### config.mk
export PLATFORM = sky130hd
export DESIGN_NAME = midi_tx
export DESIGN_NICKNAME = d
export VERILOG_FILES = /design/src/rtl/midi_tx.sv
export SDC_FILE = /design/constraint.sdc
export NUM_CORES = 1
export LEC_CHECK = 0
export ABC_AREA = 1
export BUFFER_PORTS_ARGS = -buffer_cell sky130_fd_sc_hd__buf_2
export CAP_MARGIN = 30
export CORE_MARGIN = 5
export CORE_UTILIZATION = 35
export DETAILED_ROUTE_END_ITERATION = 10
export GPL_TIMING_DRIVEN = 0
export PLACE_DENSITY = 0.49
export RECOVER_POWER = 25
export REMOVE_ABC_BUFFERS = 1
export SLEW_MARGIN = 25
export SYNTH_ARGS = -nofsm -noshare
export SYNTH_HDL_FRONTEND = slang
export SYNTH_SLANG_ARGS = --single-unit
### constraint.sdc
create_clock -name clk -period 1.9 [get_ports clk]
set_input_delay 0.19 -clock clk [delete_from_list [all_inputs] [get_ports clk]]
set_output_delay 0.19 -clock clk [all_outputs]
set_load 0.05 [all_outputs]
### src/rtl/midi_tx.sv
// midi_tx: MIDI UART transmitter (8N1, LSB first, idle high) fed from a FWFT FIFO; optional running-status suppression via RUNNING_STATUS_EN
module midi_tx #(
  parameter int CLK_FREQ  = 12000000,
  parameter int BAUD_RATE = 31250
) (
  input  logic       clk,
  input  logic       reset,
  input  logic [7:0] data_i,
  input  logic       fifo_empty_n,
  output logic       fifo_rd,
  output logic       ser_o,
  output logic       busy
);
  localparam int DIV = CLK_FREQ / BAUD_RATE;
  localparam int CW  = $clog2(DIV);
  typedef enum logic [1:0] {IDLE, START, DATA, STOP} state_t;
  state_t        state;
  logic [CW-1:0] cnt;
  logic [2:0]    bit_n;
  logic [7:0]    sh;
  logic          last, skip, go;
  assign last    = cnt == CW'(DIV - 1);
  assign fifo_rd = !reset && fifo_empty_n && (state == IDLE || (state == STOP && last));
  assign go      = fifo_rd && !skip;
`ifdef RUNNING_STATUS_EN
  logic [7:0] rs;
  logic       rs_v, chan;
  assign chan = data_i >= 8'h80 && data_i <= 8'hEF;
  assign skip = chan && rs_v && data_i == rs;
  // track the last channel status byte sent; system common bytes invalidate it
  always_ff @(posedge clk or posedge reset)
    if (reset) begin
      rs   <= 8'h00;
      rs_v <= 1'b0;
    end else if (fifo_rd && chan && !skip) begin
      rs   <= data_i;
      rs_v <= 1'b1;
    end else if (fifo_rd && data_i[7:3] == 5'b11110)
      rs_v <= 1'b0;
`else
  assign skip = 1'b0;
`endif
  // framing FSM: pop in IDLE or the last STOP cycle, then start bit, 8 data bits, stop bit
  always_ff @(posedge clk or posedge reset)
    if (reset) begin
      state <= IDLE;
      cnt   <= '0;
      bit_n <= 3'd0;
      sh    <= 8'h00;
      ser_o <= 1'b1;
      busy  <= 1'b0;
    end else begin
      cnt <= (state == IDLE || last) ? '0 : cnt + 1'b1;
      if (state == IDLE || (state == STOP && last)) begin
        state <= go ? START : IDLE;
        ser_o <= !go;
        busy  <= go;
        if (fifo_rd) sh <= data_i;
      end else if (last && state != STOP) begin
        state <= (state == DATA && bit_n == 3'd7) ? STOP : DATA;
        ser_o <= (state == DATA && bit_n == 3'd7) ? 1'b1 : sh[0];
        sh    <= sh >> 1;
        bit_n <= state == DATA ? bit_n + 3'd1 : 3'd0;
      end
    end
endmodule
==> results.tsv, run 1 <==
metric	value	unit
outcome	complete, no violations	
Max Transition Viols Final	0	
Synth area leader	dfrtp_1	
via count	1080	
CP Cell Sequence	ha_2 -> nand3_2 -> nor2_4 -> nand2_4 -> nand2_8 -> nand3_4 -> inv_2 -> buf_6	
CTS Buf Count	3	
DR WL/cell	12.10	µm
Tcrit/Tclk final	94.52	%
H-tree depth	1	
post-synth top area share	45.54	%
maximum clock frequency	556.8	MHz
CP Buf/Inv Count	2	
final setup violation count	0	
MaxCap Viol Count	0	
Initial Utilization	37.00	%
first-pass GRT wire length	4595	µm
fillers	372	
crit-path max cell delay	0.38	ns
leakage	0.0007335	µW
Tmin final	1.796	ns
Finished Cell Area	1495	µm²
vias in the first global route	1055	
PortBufs	13	
Slew @ Worst Pin	0.8385	ns
Req. time, crit path	1.71	ns
Setup CP Type	flip-flop to primary output	
Tot GR Track Use	11.39	%
WL final	2663	µm
setup_tns	0	ns
num ports	14	
Worst EP arrival	1.61	ns
initial antenna violation count	0	
setup repair after global routing missed its margin	no	
startpoint class of the critical path	flip-flop	
Die ar.	4913	µm²
synthesized netlist cell count	152	
TritonRoute pass-1 iters	4	
clock input transition at the sequential cells of the worst setup and hold paths	0.15	ns
Post-Syn Area per Cell	8.314	µm²
mapped cell area	1264	µm²
CP Capture Type	primary output	
slew margin rel.	44.10	%
final hold violation count	0	
Iter 0 DRT Violations	61	
CTS tree	built	
grt total ovfl	0	
vias per cell	4.909	
Top Family by Delay on Critical Path	simple AND/OR/NAND/NOR gates	
main area contributors after synthesis	dfrtp_1 46%, nand2_1 13%, nand3_1 11%, inv_1 3.6%, nor2_1 3.6%	
Antenna Nets Post-Route	0	
type of the worst min-delay path	input pin to flip-flop	
Worst path slowest cell	dfrtp_1	
RD Place Congestion	0.7510	
Die W	70.09	µm
Die Y-Extent	70.09	µm
sequential element share of the synthesized area	47.62	%
floorplan core area	3416	µm²
ANT cells	0	
# rows	21	
clock skew	0.01632	ns
clk sinks	24	
flip-flop and latch count after synthesis	24	
PwrDens	608.9	nW/µm²
clock latency on the worst-skew pair	0.32	ns
Max clock buf depth	2	
peak supply drop	0.0003036	V
CP Max Fanout	3	
largest net degree at the start of global routing	19	
post-synth cell types	27	
drc violations	0	
Detail Placement HPWL	1870	µm
share of cells above drive strength 1	21.84	%
synth warn	0	
Final Net Count	189	
synth-to-layout area growth	18.32	%
placed cell area	1393	µm²
Clock Tree Root	clkbuf_4	
-- worst reg2reg max path, stage by stage (launching register included) --
cell and delay, ns:
dfrtp_1 0.38, ha_2 0.20, nand3_2 0.12, nor2_4 0.14, buf_4 0.15, nand3_2 0.23, nand2_2 0.25, nand2_1 0.08
nand2_1 0.06
-- registers in the layout (all words and copies together) (netlist names) --
register,flops
state,2
sh,8
cnt,9
ser_o,1
busy,1
bit_n,3
-- layer usage --
layer	wire length, µm	track usage, %
met5	0	0
met4	19	3.830
met3	70	1.865
met2	1284	19.41
met1	1289	14.55
-- per-stage QoR --
step	power, µW	std cells	util, %	setup WS, ns	hold slack (ns)
after floorplan	529.8	149	-	0.1583	0.2039
after global placement	543.3	208	39.96	0.0003371	0.3964
after detailed placement	550.5	209	40.77	-0.01028	0.2435
after CTS	935.1	220	44.32	0.01941	0.04333
after global routing	944.8	220	43.77	0.009007	0.05159
final	910.5	220	43.77	0.1041	0.05199
-- cell type report --
cell class / instances / area, µm² / area share [%]
Clock buffer: 3 / 22.52 / 1.506
Clock inverter: 1 / 30.03 / 2.008
Multi-Input combinational cell: 111 / 600.6 / 40.17
Inverter: 14 / 52.55 / 3.515
Timing Repair Buffer: 21 / 130.1 / 8.703
Sequential cell: 24 / 601.8 / 40.25
Tap cell: 46 / 57.56 / 3.849
-- kinds of logic after synthesis --
kind of cell,synth area share [%]
flops,47.62
compound gates,2.872
fa+ha+maj,2.971
simple gates,40.00
buf+inv,5.842
xor+xnor,0.6932
-- worst paths after layout --
kind                       cells past startpoint      end  slack [ns]  startpoint
setup / recovery                               8  fifo_rd        0.10      cnt[1]
setup reg to reg                               8    sh[2]        0.24      cnt[1]
max in group asynchronous                      4   cnt[7]        0.45       reset
hold / removal                                 3    sh[7]        0.05   data_i[7]
hold reg to reg                                2     busy        0.49        busy
min in group asynchronous                      3   cnt[8]        0.36       reset
-- cells in the mapped netlist (all sizes together) --
master  instances
dfrtp          23
nand3          29
nor3b           5
nor3            4
o21ai           2
nor2           14
ha              3
o21a            1
buf             3
nand2          47
a31oi           1
xor2            1
a22oi           1
nand4           2
inv            14
a21oi           1
dfstp           1
-- layout by cell type, fill, tap and decap left out --
cell type	n
a21oi_1	1
a22oi_1	1
a31oi_1	1
buf_2	12
buf_4	6
buf_6	1
bufinv_16	1
clkbuf_1	1
clkbuf_4	3
dfrtp_1	23
dfstp_2	1
dlygate4sd3_1	1
ha_1	2
ha_2	1
inv_1	11
inv_2	3
nand2_1	43
nand2_2	2
nand2_4	1
nand2_8	1
nand3_1	26
nand3_2	2
nand3_4	1
nand4_1	2
nor2_1	12
nor2_4	2
nor3_1	3
nor3_2	1
nor3b_1	5
o21a_1	1
o21ai_0	2
xor2_1	1
-- power by group --
group	leakage (µW)	switching [µW]	total (µW)	internal [µW]
clock	0.0000279	162	375	213
combinational	0.000435	14.6	24.1	9.43
sequential	0.000270	0	511	511
total	0.000734	177	910	734
-- timing repair --
action	in CTS	in global routing
hold endpoints to repair	8	0
pin swaps	2	1
buffers inserted	6	0
setup endpoints to repair	1	1
resized for setup	4	2
hold buffers	1	0
Note: power is estimated with default switching activity, not from simulation.
==> inputs of run 2 (changes only) <==
Settings changed: GPL_ROUTABILITY_DRIVEN set to 0, PLACE_DENSITY 0.49 to 0.5.
Clock period 1.9 ns to 2.23 ns, I/O delays scaled along.
==> results.tsv, run 2 (synthesis results as in run 1) <==
metric	value	unit
outcome	complete, no violations	
clk sinks	24	
Req. time, crit path	2.01	ns
Antenna Nets Post-Route	0	
startpoint class of the critical path	flip-flop	
MaxCap Viol Count	0	
initial antenna violation count	0	
Die W	70.09	µm
setup_tns	0	ns
first-pass GRT wire length	4464	µm
vias per cell	4.576	
Die Y-Extent	70.09	µm
Clock Tree Root	clkbuf_4	
largest net degree at the start of global routing	25	
CP Capture Type	primary output	
max reg flops	9	
most frequent cells in the layout	43 x nand2_1, 27 x nand3_1, 23 x dfrtp_1, 12 x nor2_1	
Slew @ Worst Pin	1.007	ns
CTS Buf Count	3	
CP Max Fanout	8	
grt total ovfl	0	
Worst path slowest cell	dfrtp_1	
hold slack	0.1083	ns
clock input transition at the sequential cells of the worst setup and hold paths	0.13	ns
fillers	361	
synth-to-layout area growth	18.02	%
maximum clock frequency	487.4	MHz
Tot GR Track Use	11.15	%
CP Cell Sequence	ha_1 -> nand3_2 -> nor2_4 -> nand2_4 -> nand2_8 -> nand3_4 -> inv_1 -> buf_4	
ANT cells	0	
DR WL/cell	11.42	µm
R2R depth	8	
Min-Delay Path Depth	3	
final hold violation count	0	
top flop regs	cnt x9, sh x8, bit_n x3	
Top reg by flops	cnt	
crit-path max cell delay	0.39	ns
peak supply drop	0.0003239	V
Final Net Count	193	
PwrDens	457.6	nW/µm²
CTS tree	built	
Initial Utilization	37.00	%
Die ar.	4913	µm²
Max clock buf depth	2	
clock skew	0.005621	ns
TritonRoute pass-1 iters	4	
floorplan core area	3416	µm²
Detail Placement HPWL	1751	µm
clock latency on the worst-skew pair	0.31	ns
leakage	0.0007405	µW
Iter 0 DRT Violations	34	
drc violations	0	
Tmin final	2.052	ns
type of the worst min-delay path	input pin to flip-flop	
vias in the first global route	970	
Max Transition Viols Final	0	
Setup CP Type	flip-flop to primary output	
slew margin rel.	32.85	%
final setup violation count	0	
H-tree depth	1	
# rows	21	
WL final	2557	µm
commonest non-fill, non-tap cell in the layout	nand2_1	
setup repair after global routing missed its margin	no	
Worst EP arrival	1.83	ns
num ports	14	
share of cells above drive strength 1	21.35	%
via count	1025	
Tcrit/Tclk final	92.01	%
PortBufs	13	
## run 2: path summary, 6_finish.rpt
path                                start        to  slack [ns]
worst min register to register     cnt[0]    cnt[0]        0.46
worst max register to register     cnt[0]     sh[2]        0.33
min in group asynchronous           reset  bit_n[0]        0.31
worst max-delay path               cnt[0]   fifo_rd        0.18
worst min-delay path            data_i[7]     sh[7]        0.11
max in group asynchronous           reset     sh[3]        0.77
## run 2: final cells by class
class | instances | area [µm²] | area share, %
Clock buffer | 4 | 36.28 | 2.433
Inverter | 14 | 52.55 | 3.523
Sequential cell | 24 | 601.8 | 40.35
Timing Repair Buffer | 25 | 155.1 | 10.40
Multi-Input combinational cell | 111 | 588.1 | 39.43
Tap cell | 46 | 57.56 | 3.859
## run 2: power breakdown
| part | internal (µW) | total, µW | leakage [µW] | switching, µW |
|---|---|---|---|---|
| Sequential | 435 | 435 | 0.000270 | 0 |
| Clock | 99.7 | 227 | 0.0000210 | 127 |
| Combinational | 7.83 | 20.6 | 0.000449 | 12.8 |
| Total | 543 | 682 | 0.000740 | 140 |
## run 2: metrics by stage
step | instance area (µm²) | setup WS (ns) | util, % | power [µW] | cells
3_3_place_gp | 1365 | 0.2826 | 39.96 | 462.8 | 208
2_1_floorplan | 1242 | 0.4883 | - | 451.4 | 149
3_5_place_dp | 1365 | 0.2838 | 39.96 | 463.1 | 208
4_1_cts | 1411 | 0.009090 | 41.32 | 695.4 | 213
6_report | 1491 | 0.1781 | 43.66 | 682.4 | 224
5_1_grt | 1491 | 0.03631 | 43.66 | 714.8 | 224
## run 2: what timing repair did
action	CTS	global route
endpoints found under the hold margin	0	5
pin swaps	1	1
setup buffers	1	9
gates resized for setup	1	0
hold buffers	0	1
endpoints found under the setup margin	1	1
## run 2: worst max-delay path, delay by kind of cell (launching register included)
kind                     cells  cell delay [ns]
AND/OR/NAND/NOR              5             0.62
flip-flops                   1             0.39
adder cells (fa/ha/maj)      1             0.22
buffers and inverters        2             0.30
## run 2: per-layer routing
layer	part of all wire, %	vias to the layer above	global-route usage (%)
li1	-	547	-
met1	50	461	15.38
met2	46	17	17.63
met3	3.2	0	3.156
met4	0	0	1.915
met5	0	-	0
==> inputs of run 3 (changes only) <==
Clock period 2.23 ns to 2.2 ns, I/O delays scaled along.
==> results.tsv, run 3 (synthesis results as in run 1) <==
metric	value	unit
share of cells above drive strength 1	19.54	%
Tot GR Track Use	11.30	%
Iter 0 DRT Violations	41	
launch point of the worst path	cnt[0]	
clock latency on the worst-skew pair	0.31	ns
Clock Tree Root	clkbuf_4	
Req. time, crit path	1.98	ns
Die Y-Extent	70.09	µm
vias in the first global route	975	
CTS Buf Count	3	
DP Worst Slack	0.2568	ns
Worst EP arrival	1.77	ns
Max Transition Viols Final	0	
ANT cells	0	
fillers	362	
MaxCap Viol Count	0	
Antenna Nets Post-Route	0	
Post-Layout Cell Count	220	
PwrDens	472.6	nW/µm²
clock input transition at the sequential cells of the worst setup and hold paths	0.13	ns
floorplan core area	3416	µm²
top flop regs	cnt x9, sh x8, bit_n x3	
FF-to-FF Start	cnt[0]	
R2R depth	8	
max reg flops	9	
hold slack	0.1063	ns
peak supply drop	0.0003263	V
placed cell area	1365	µm²
initial antenna violation count	0	
type of the worst min-delay path	input pin to flip-flop	
clock skew	0.004887	ns
Detail Placement HPWL	1751	µm
DR WL/cell	11.53	µm
leakage	0.0007239	µW
startpoint class of the critical path	flip-flop	
Max clock buf depth	2	
Final Net Count	189	
Initial Utilization	37.00	%
Tcrit/Tclk final	90.41	%
TritonRoute pass-1 iters	4	
maximum clock frequency	502.8	MHz
CP Cell Sequence	ha_1 -> nand3_2 -> nor2_4 -> nand2_4 -> nand2_8 -> nand3_4 -> inv_1 -> buf_4	
# rows	21	
via count	1018	
synth-to-layout area growth	15.64	%
PortBufs	13	
Top reg by flops	cnt	
setup repair after global routing missed its margin	no	
largest net degree at the start of global routing	25	
slew margin rel.	32.61	%
Setup CP Type	flip-flop to primary output	
Worst path slowest cell	dfrtp_1	
CTS tree	built	
outcome	complete, no violations	
final setup violation count	0	
final worst slack	0.2110	ns
CP Max Fanout	5	
grt total ovfl	0	
Tmin final	1.989	ns
WL final	2536	µm
first-pass GRT wire length	4512	µm
Die W	70.09	µm
placed cells	208	
setup_tns	0	ns
crit-path max cell delay	0.39	ns
clk sinks	24	
most frequent cells in the layout	43 x nand2_1, 27 x nand3_1, 23 x dfrtp_1, 12 x nor2_1	
vias per cell	4.627	
drc violations	0	
CP Capture Type	primary output	
Finished Cell Area	1461	µm²
num ports	14	
worst hold path startpoint	data_i[7]	
Min-Delay Path Depth	3	
commonest non-fill, non-tap cell in the layout	nand2_1	
final hold violation count	0	
Die ar.	4913	µm²
Slew @ Worst Pin	1.011	ns
H-tree depth	1	
[run 3: cell types whose count changed in the layout (fill, tap and decap cells not counted), sizes merged]
cell / delta
buf: -4
[run 3: final timing paths]
check / endpoint / slack (ns)
max: fifo_rd / 0.21
min: sh[7] / 0.11
max reg2reg: sh[2] / 0.29
min reg2reg: cnt[0] / 0.46
max in group asynchronous: sh[3] / 0.73
min in group asynchronous: bit_n[0] / 0.31
[run 3: repair_timing]
action | in CTS | in global routing
endpoints found under the hold margin | 0 | 5
gates resized for setup | 1 | 0
endpoints found under the setup margin | 1 | 1
hold buffers | 0 | 1
pin swaps | 1 | 1
buffers inserted | 2 | 4
[run 3: final cells by class]
type                       instances  area [µm²]  share of cell area, %
tap                               46       57.56                  3.938
clock buffer                       4       36.28                  2.483
sequential                        24       601.8                  41.18
timing repair buffer              21       125.1                  8.562
multi-input combinational        111       588.1                  40.24
inverter                          14       52.55                  3.596
[run 3: critical path, delay by kind of cell, from the launching register on]
| kind | cells | cell delay [ns] |
|---|---|---|
| adder cells (fa/ha/maj) | 1 | 0.22 |
| buffers and inverters | 2 | 0.27 |
| flip-flops | 1 | 0.39 |
| AND/OR/NAND/NOR | 5 | 0.57 |
[run 3: routing by layer]
| layer | vias to the layer above | track usage [%] | share of wire, % |
|---|---|---|---|
| li1 | 540 | - | - |
| met1 | 459 | 15.47 | 50 |
| met2 | 17 | 18.05 | 46 |
| met3 | 2 | 3.156 | 3.4 |
| met4 | 0 | 1.915 | 0.67 |
| met5 | - | 0 | 0 |
[run 3: report_power, final]
part | switching [µW] | leakage, µW | total (µW) | internal [µW]
sequential | 0 | 0.000270 | 441 | 441
clock | 127 | 0.0000210 | 228 | 101
combinational | 13.0 | 0.000432 | 20.9 | 7.93
[run 3: metrics by stage]
| stage | total power [µW] | utilization (%) |
|---|---|---|
| finish | 690.6 | 42.78 |
| global route | 724.6 | 42.78 |
| CTS | 704.9 | 41.54 |
| floorplan | 457.6 | - |
| detailed placement | 469.4 | 39.96 |
| global placement | 469.1 | 39.96 |
